==> src/rtl/bufgctrl_switch_ctrl_pkg.sv <==
// Shared types and reset constants for the BUFGCTRL source-switch sequencer.
package bufgctrl_pkg;

    typedef enum logic [2:0] {
        IDLE,
        OFF_WAIT,
        SEL,
        ON_WAIT,
        DONE
    } state_t;

    // Power-up pin state: I0 selected and enabled, I1 parked.
    localparam logic CE0_RST     = 1'b1;
    localparam logic CE1_RST     = 1'b0;
    localparam logic S0_RST      = 1'b1;
    localparam logic S1_RST      = 1'b0;
    localparam logic CUR_SEL_RST = 1'b0;

endpackage

==> src/rtl/bufgctrl_switch_ctrl_if.sv <==
// Request/status handshake between a switch requester and the BUFGCTRL sequencer.
interface bufgctrl_switch_ctrl_if;

    logic req_valid;
    logic req_sel;
    logic req_ready;
    logic done;
    logic busy;
    logic cur_sel;

    modport master (
        output req_valid,
        output req_sel,
        input  req_ready,
        input  done,
        input  busy,
        input  cur_sel
    );

    modport slave (
        input  req_valid,
        input  req_sel,
        output req_ready,
        output done,
        output busy,
        output cur_sel
    );

endinterface

==> src/rtl/bufgctrl_switch_ctrl_settle_timer.sv <==
// Down-counter that holds the sequencer in a wait state for a fixed number of cycles.
module settle_timer #(
    parameter int CNT_W = 8
) (
    input  logic             clk,
    input  logic             resetn,
    input  logic             load,
    input  logic [CNT_W-1:0] value,
    output logic             zero
);

    logic [CNT_W-1:0] count;

    // Saturates at zero so a stale count never wraps while the FSM is idle.
    always_ff @(posedge clk) begin
        if (!resetn) begin
            count <= '0;
        end else if (load) begin
            count <= value;
        end else if (count != '0) begin
            count <= count - 1'b1;
        end
    end

    assign zero = (count == '0);

endmodule

==> src/rtl/bufgctrl_switch_ctrl.sv <==
// Glitch-free BUFGCTRL source switch: disable old CE, settle, swap selects,
// enable new CE, settle, then report completion.
module bufgctrl_switch_ctrl
    import bufgctrl_pkg::*;
#(
    parameter int SETTLE_CYCLES = 8,
    parameter int CNT_W         = 8
) (
    input  logic                  clk,
    input  logic                  resetn,
    bufgctrl_switch_ctrl_if.slave bus,
    output logic                  ce0,
    output logic                  ce1,
    output logic                  s0,
    output logic                  s1,
    output logic                  ignore0,
    output logic                  ignore1
);

    localparam logic [CNT_W-1:0] RELOAD = CNT_W'(SETTLE_CYCLES - 1);

    state_t state, state_nxt;
    logic   target, target_nxt;
    logic   cur_q, cur_nxt;
    logic   ce0_q, ce0_nxt;
    logic   ce1_q, ce1_nxt;
    logic   s0_q, s0_nxt;
    logic   s1_q, s1_nxt;
    logic   ready_q, ready_nxt;
    logic   busy_q, busy_nxt;
    logic   done_q, done_nxt;
    logic   timer_load;
    logic   timer_zero;

    settle_timer #(
        .CNT_W (CNT_W)
    ) u_timer (
        .clk    (clk),
        .resetn (resetn),
        .load   (timer_load),
        .value  (RELOAD),
        .zero   (timer_zero)
    );

    always_ff @(posedge clk) begin
        if (!resetn) begin
            state   <= IDLE;
            target  <= CUR_SEL_RST;
            cur_q   <= CUR_SEL_RST;
            ce0_q   <= CE0_RST;
            ce1_q   <= CE1_RST;
            s0_q    <= S0_RST;
            s1_q    <= S1_RST;
            ready_q <= 1'b1;
            busy_q  <= 1'b0;
            done_q  <= 1'b0;
        end else begin
            state   <= state_nxt;
            target  <= target_nxt;
            cur_q   <= cur_nxt;
            ce0_q   <= ce0_nxt;
            ce1_q   <= ce1_nxt;
            s0_q    <= s0_nxt;
            s1_q    <= s1_nxt;
            ready_q <= ready_nxt;
            busy_q  <= busy_nxt;
            done_q  <= done_nxt;
        end
    end

    // Status flags are derived from the next state so they stay registered
    // yet line up with the state they describe.
    always_comb begin
        state_nxt  = state;
        target_nxt = target;
        cur_nxt    = cur_q;
        ce0_nxt    = ce0_q;
        ce1_nxt    = ce1_q;
        s0_nxt     = s0_q;
        s1_nxt     = s1_q;
        timer_load = 1'b0;

        case (state)
            IDLE: begin
                if (bus.req_valid && ready_q) begin
                    if (bus.req_sel == cur_q) begin
                        state_nxt = DONE;
                    end else begin
                        target_nxt = bus.req_sel;
                        state_nxt  = OFF_WAIT;
                        timer_load = 1'b1;
                        if (cur_q) ce1_nxt = 1'b0;
                        else       ce0_nxt = 1'b0;
                    end
                end
            end
            OFF_WAIT: begin
                if (timer_zero) begin
                    state_nxt = SEL;
                    s0_nxt    = ~target;
                    s1_nxt    = target;
                end
            end
            SEL: begin
                state_nxt  = ON_WAIT;
                timer_load = 1'b1;
                if (target) ce1_nxt = 1'b1;
                else        ce0_nxt = 1'b1;
            end
            ON_WAIT: begin
                if (timer_zero) begin
                    cur_nxt   = target;
                    state_nxt = DONE;
                end
            end
            DONE: begin
                state_nxt = IDLE;
            end
            default: begin
                state_nxt = IDLE;
            end
        endcase

        ready_nxt = (state_nxt == IDLE);
        busy_nxt  = (state_nxt != IDLE);
        done_nxt  = (state_nxt == DONE);
    end

    assign ce0           = ce0_q;
    assign ce1           = ce1_q;
    assign s0            = s0_q;
    assign s1            = s1_q;
    assign ignore0       = 1'b0;
    assign ignore1       = 1'b0;
    assign bus.req_ready = ready_q;
    assign bus.busy      = busy_q;
    assign bus.done      = done_q;
    assign bus.cur_sel   = cur_q;

    // Both inputs enabled, or both/neither selected, would let the buffer glitch.
    ce_exclusive: assert property (@(posedge clk) disable iff (!resetn) !(ce0_q && ce1_q));
    s_exclusive:  assert property (@(posedge clk) disable iff (!resetn) (s0_q != s1_q));

endmodule

==> src/flat_wrapper.sv <==
// flat-port wrapper written by rule: the top's interface ports become plain ports
module bufgctrl_switch_ctrl_flat import bufgctrl_pkg::*;
#(
    parameter int SETTLE_CYCLES = 8,
    parameter int CNT_W         = 8
)
  (clk, resetn, ce0, ce1, s0, s1, ignore0, ignore1, bus_req_valid, bus_req_sel, bus_req_ready, bus_done, bus_busy, bus_cur_sel);
  bufgctrl_switch_ctrl_if bus_i ();
  input  logic clk;
  input  logic resetn;
  output logic ce0;
  output logic ce1;
  output logic s0;
  output logic s1;
  output logic ignore0;
  output logic ignore1;
  input wire logic [$bits(bus_i.req_valid)-1:0] bus_req_valid;
  input wire logic [$bits(bus_i.req_sel)-1:0] bus_req_sel;
  output wire logic [$bits(bus_i.req_ready)-1:0] bus_req_ready;
  output wire logic [$bits(bus_i.done)-1:0] bus_done;
  output wire logic [$bits(bus_i.busy)-1:0] bus_busy;
  output wire logic [$bits(bus_i.cur_sel)-1:0] bus_cur_sel;
  assign bus_i.req_valid = bus_req_valid;
  assign bus_i.req_sel = bus_req_sel;
  assign bus_req_ready = bus_i.req_ready;
  assign bus_done = bus_i.done;
  assign bus_busy = bus_i.busy;
  assign bus_cur_sel = bus_i.cur_sel;
  bufgctrl_switch_ctrl #(.SETTLE_CYCLES(SETTLE_CYCLES), .CNT_W(CNT_W)) u_core (.clk(clk), .resetn(resetn), .bus(bus_i), .ce0(ce0), .ce1(ce1), .s0(s0), .s1(s1), .ignore0(ignore0), .ignore1(ignore1));
endmodule
==> config.mk <==
export PLATFORM = sky130hd
export DESIGN_NAME = bufgctrl_switch_ctrl_flat
export DESIGN_NICKNAME = d
export VERILOG_FILES = /design/src/rtl/bufgctrl_switch_ctrl_pkg.sv /design/src/rtl/bufgctrl_switch_ctrl_if.sv /design/src/rtl/bufgctrl_switch_ctrl_settle_timer.sv /design/src/rtl/bufgctrl_switch_ctrl.sv /design/src/flat_wrapper.sv
export SDC_FILE = /design/constraint.sdc
export NUM_CORES = 1
export LEC_CHECK = 0
export BUFFER_PORTS_ARGS = -buffer_cell sky130_fd_sc_hd__buf_2
export CORE_ASPECT_RATIO = 0.75
export CORE_UTILIZATION = 36
export DETAILED_ROUTE_END_ITERATION = 12
export HOLD_SLACK_MARGIN = 0.05
export PLACE_DENSITY_LB_ADDON = 0.25
export SETUP_SLACK_MARGIN = 0.1
export SYNTH_ARGS = -nofsm -noshare
export SYNTH_HDL_FRONTEND = slang
export SYNTH_SLANG_ARGS = --single-unit
==> constraint.sdc <==
create_clock -name clk -period 2.7 [get_ports clk]
set_clock_uncertainty 0.2 [all_clocks]
set_input_delay 0.54 -clock clk [delete_from_list [all_inputs] [get_ports clk]]
set_output_delay 0.54 -clock clk [all_outputs]
set_load 0.005 [all_outputs]
==> results.md <==
- TritonCTS clock tree: yes
- Post-synth design cell area: 907 um2
- DR DRC count: 0
- Req. time, crit path: around 2.7 ns
- Slew Limit Fails: 0
- Reg2Reg Setup Slack: between 0.7 and 0.8 ns
- GRT overflow: 0
- RSZ-0062 raised after global routing: no
- Nets: 117
- Top FF cell, synth: dfxtp_1
- Layout cells sized above 1: 17.1%
- Initial antenna violation count: 0
- Clock sink total: 20
- Worst Hold Path EP: u_core.s0
- Resized Gates After CTS: 0
- FF+latch area: roughly 400 um2
- GRT busiest layer: met2
- Vias: 693
- WL final: between 1500 and 2000 um
- Worst hold path startpoint: resetn
- Global-route wire length before repair: between 2000 and 3000 um
- WP data arrival: between 1.5 and 2 ns
- Via/cell ratio: between 4 and 5
- Startpoint types: register
- Crit. End Element: register
- Worst Setup SP: u_core.u_timer.count[3]
- Diode count: 0
- Number of synthesized flops with an enable pin: 0
- Worst min-delay path category: input port to register
- Vias in the first global route: a little over 600
- Setup WS post-layout: between 0.7 and 0.8 ns
- Cts hold-fix bufs: 0
- Clk buf depth: 2
- Setup TNS: 0 ns
- Final Critical Period: 1.96 ns
- Hold path depth: 2
- Terminus of the critical flop-to-flop path: u_core.u_timer.count[1]
- Clock Pin Slew Worst Setup and Hold Paths: 0.11 ns
- Tcrit/Tclk final: ~73%
- Seq cells post-synth: 20
- Multi-input logic area: 462 um2
- Total power: around 1.1 mW
- Placed cell areas: 986 um2
- Num ports: 14
- Total track usage: around 14%
- Reg-to-Reg Start: u_core.u_timer.count[3]
- Post-route ant nets: 0
- Leakage power total: 0.428 nW
- Max VDD drop: 445 uV
- Dpl hpwl: about 1300 um
- Number of post-CTS setup repair buffers: 0
- Num rows: 15
- DRT iter0 DRCs: 18
- Sequential cell area fraction in the yosys report: ~44%
- Per-cell routed wire length: around 11 um
- Critical path type: register to register
- Drt first pass iters: 4
- Async SR Flop Fraction: 0%
- Final setup vio count: 0
- Max H-tree Level: 1
- Area growth from synthesis to layout: 14.5%
- Finished Core Util: between 40% and 50%
- Largest net degree at the start of global routing: 13
- Max Cap Viol: 0
- Met3 usage: under 10%
- Initial core utilization: 38.7%
- Die width: approximately 60 um
- Cells after synthesis: 99
- Core area: 0.00235 mm2
- Synth cell types: 35
- Met1 GRT Util: roughly 18%
- Skew-Pair Late Insertion Delay: ~0.30 ns
- GPL Wtd Cong: 0.818
- R2R cell count: 4
- TritonCTS Buffers: 3
- IO Port Bufs: 11
- Mapped Avg Cell Area: ~9 um2
- Final Cell Area: between 0.001 and 0.0015 mm2
- FILL cells: about 230
- FMAX: between 500 and 600 MHz
- Post-place setup slack: about 0.74 ns
- Die Ht: 45.5 um
- GR Util met2: roughly a fifth
- Crit Path Max Fanout: 6
- Status: finished clean
- Pwr/cell area: 1030 mW/mm2
- Root buf cell: clkbuf_4
- Yosys warns: 0
- Die area: between 0.002 and 0.003 mm2
- Hold Vio Cnt, Final: 0
[placed cells by master, fill, tap and decap left out, drive strengths merged, types with 2 or more instances in the layout]
master and n:
a21oi 3, a31oi 3, buf 11, clkbuf 3
conb 2, dfxtp 20, inv 7, mux2i 2
nand2 3, nand2b 4, nor2 10, nor2b 2
nor3 3, nor4 3, o211ai 3, o21a 3
o21ai 6, xnor2 6, xor2 2
[how the worst max path moves through the flow]
stage / endpoint / slack (ns) / cells past startpoint
CTS: u_core.u_timer.count[1] / 0.73 / 4
global route: u_core.u_timer.count[3] / 0.67 / 4
detailed placement: u_core.u_timer.count[1] / 0.74 / 4
floorplan: u_core.u_timer.count[1] / 0.81 / 4
finish: u_core.u_timer.count[1] / 0.74 / 4
global placement: u_core.u_timer.count[1] / 0.78 / 4
[cells by family after synthesis]
family	Yosys count	synth area share, %
mux	2	2.21
fa+ha+maj	1	1.38
xor+xnor	8	7.72
compound gates	23	16.7
simple gates	33	22.1
other cells	1	0.413
flops	20	44.1
buf+inv	11	5.38
[per-layer routing]
metal	up-vias	share of wire, %
li1	366	-
met1	313	54
met2	12	40
met3	2	4.6
met4	0	1.3
met5	-	0
[critical path: stages (launching register included)]
cell	delay, ns
dfxtp_1	0.36
or4_4	0.60
or3_4	0.42
mux2i_1	0.13
o21a_1	0.16
[state kept, by name, indices dropped and copies added, names as in the netlist]
register	cells
u_core.s0	1
u_core.target	1
u_core.ce1	1
u_core.bus.busy	1
u_core.bus.cur_sel	1
u_core.state	3
u_core.s1	1
u_core.u_timer.count	8
u_core.bus.done	1
u_core.bus.req_ready	1
u_core.ce0	1
[layout make-up]
type                            count  area share, %
Timing Repair Buffer               11           5.30
Clock inverter                      1           2.89
Sequential cell                    20           38.6
Tap cell                           34           4.10
Clock buffer                        3           2.17
Inverter                            7           2.53
Multi-Input combinational cell     69           44.5
[synthesized netlist by cell type, types with 3 or more instances]
library cell,number,area (um2)
xnor2_1,6,52.6
a21oi_1,3,15.0
o21ai_0,5,25.0
dfxtp_1,20,400
inv_1,7,26.3
nor4_1,3,18.8
nand2b_1,4,25.0
a31oi_1,3,18.8
nand2_1,3,11.3
o21a_1,3,22.5
nor2_1,10,37.5
o211ai_1,3,22.5
[report_power, final]
group	internal (mW)	total, mW	switching (mW)
clock network	0.150	0.239	0.0893
logic	0.195	0.400	0.204
registers	0.368	0.434	0.0660
total	0.714	1.07	0.360
[stage by stage]
| step | hold slack, ns | cells |
|---|---|---|
| 6_report | 0.305 | 145 |
| 3_3_place_gp | 0.282 | 141 |
| 5_1_grt | 0.290 | 145 |
| 3_5_place_dp | 0.288 | 141 |
| 2_1_floorplan | 0.280 | 100 |
| 4_1_cts | 0.293 | 145 |
No activity file was read; power rests on OpenSTA's default activity.
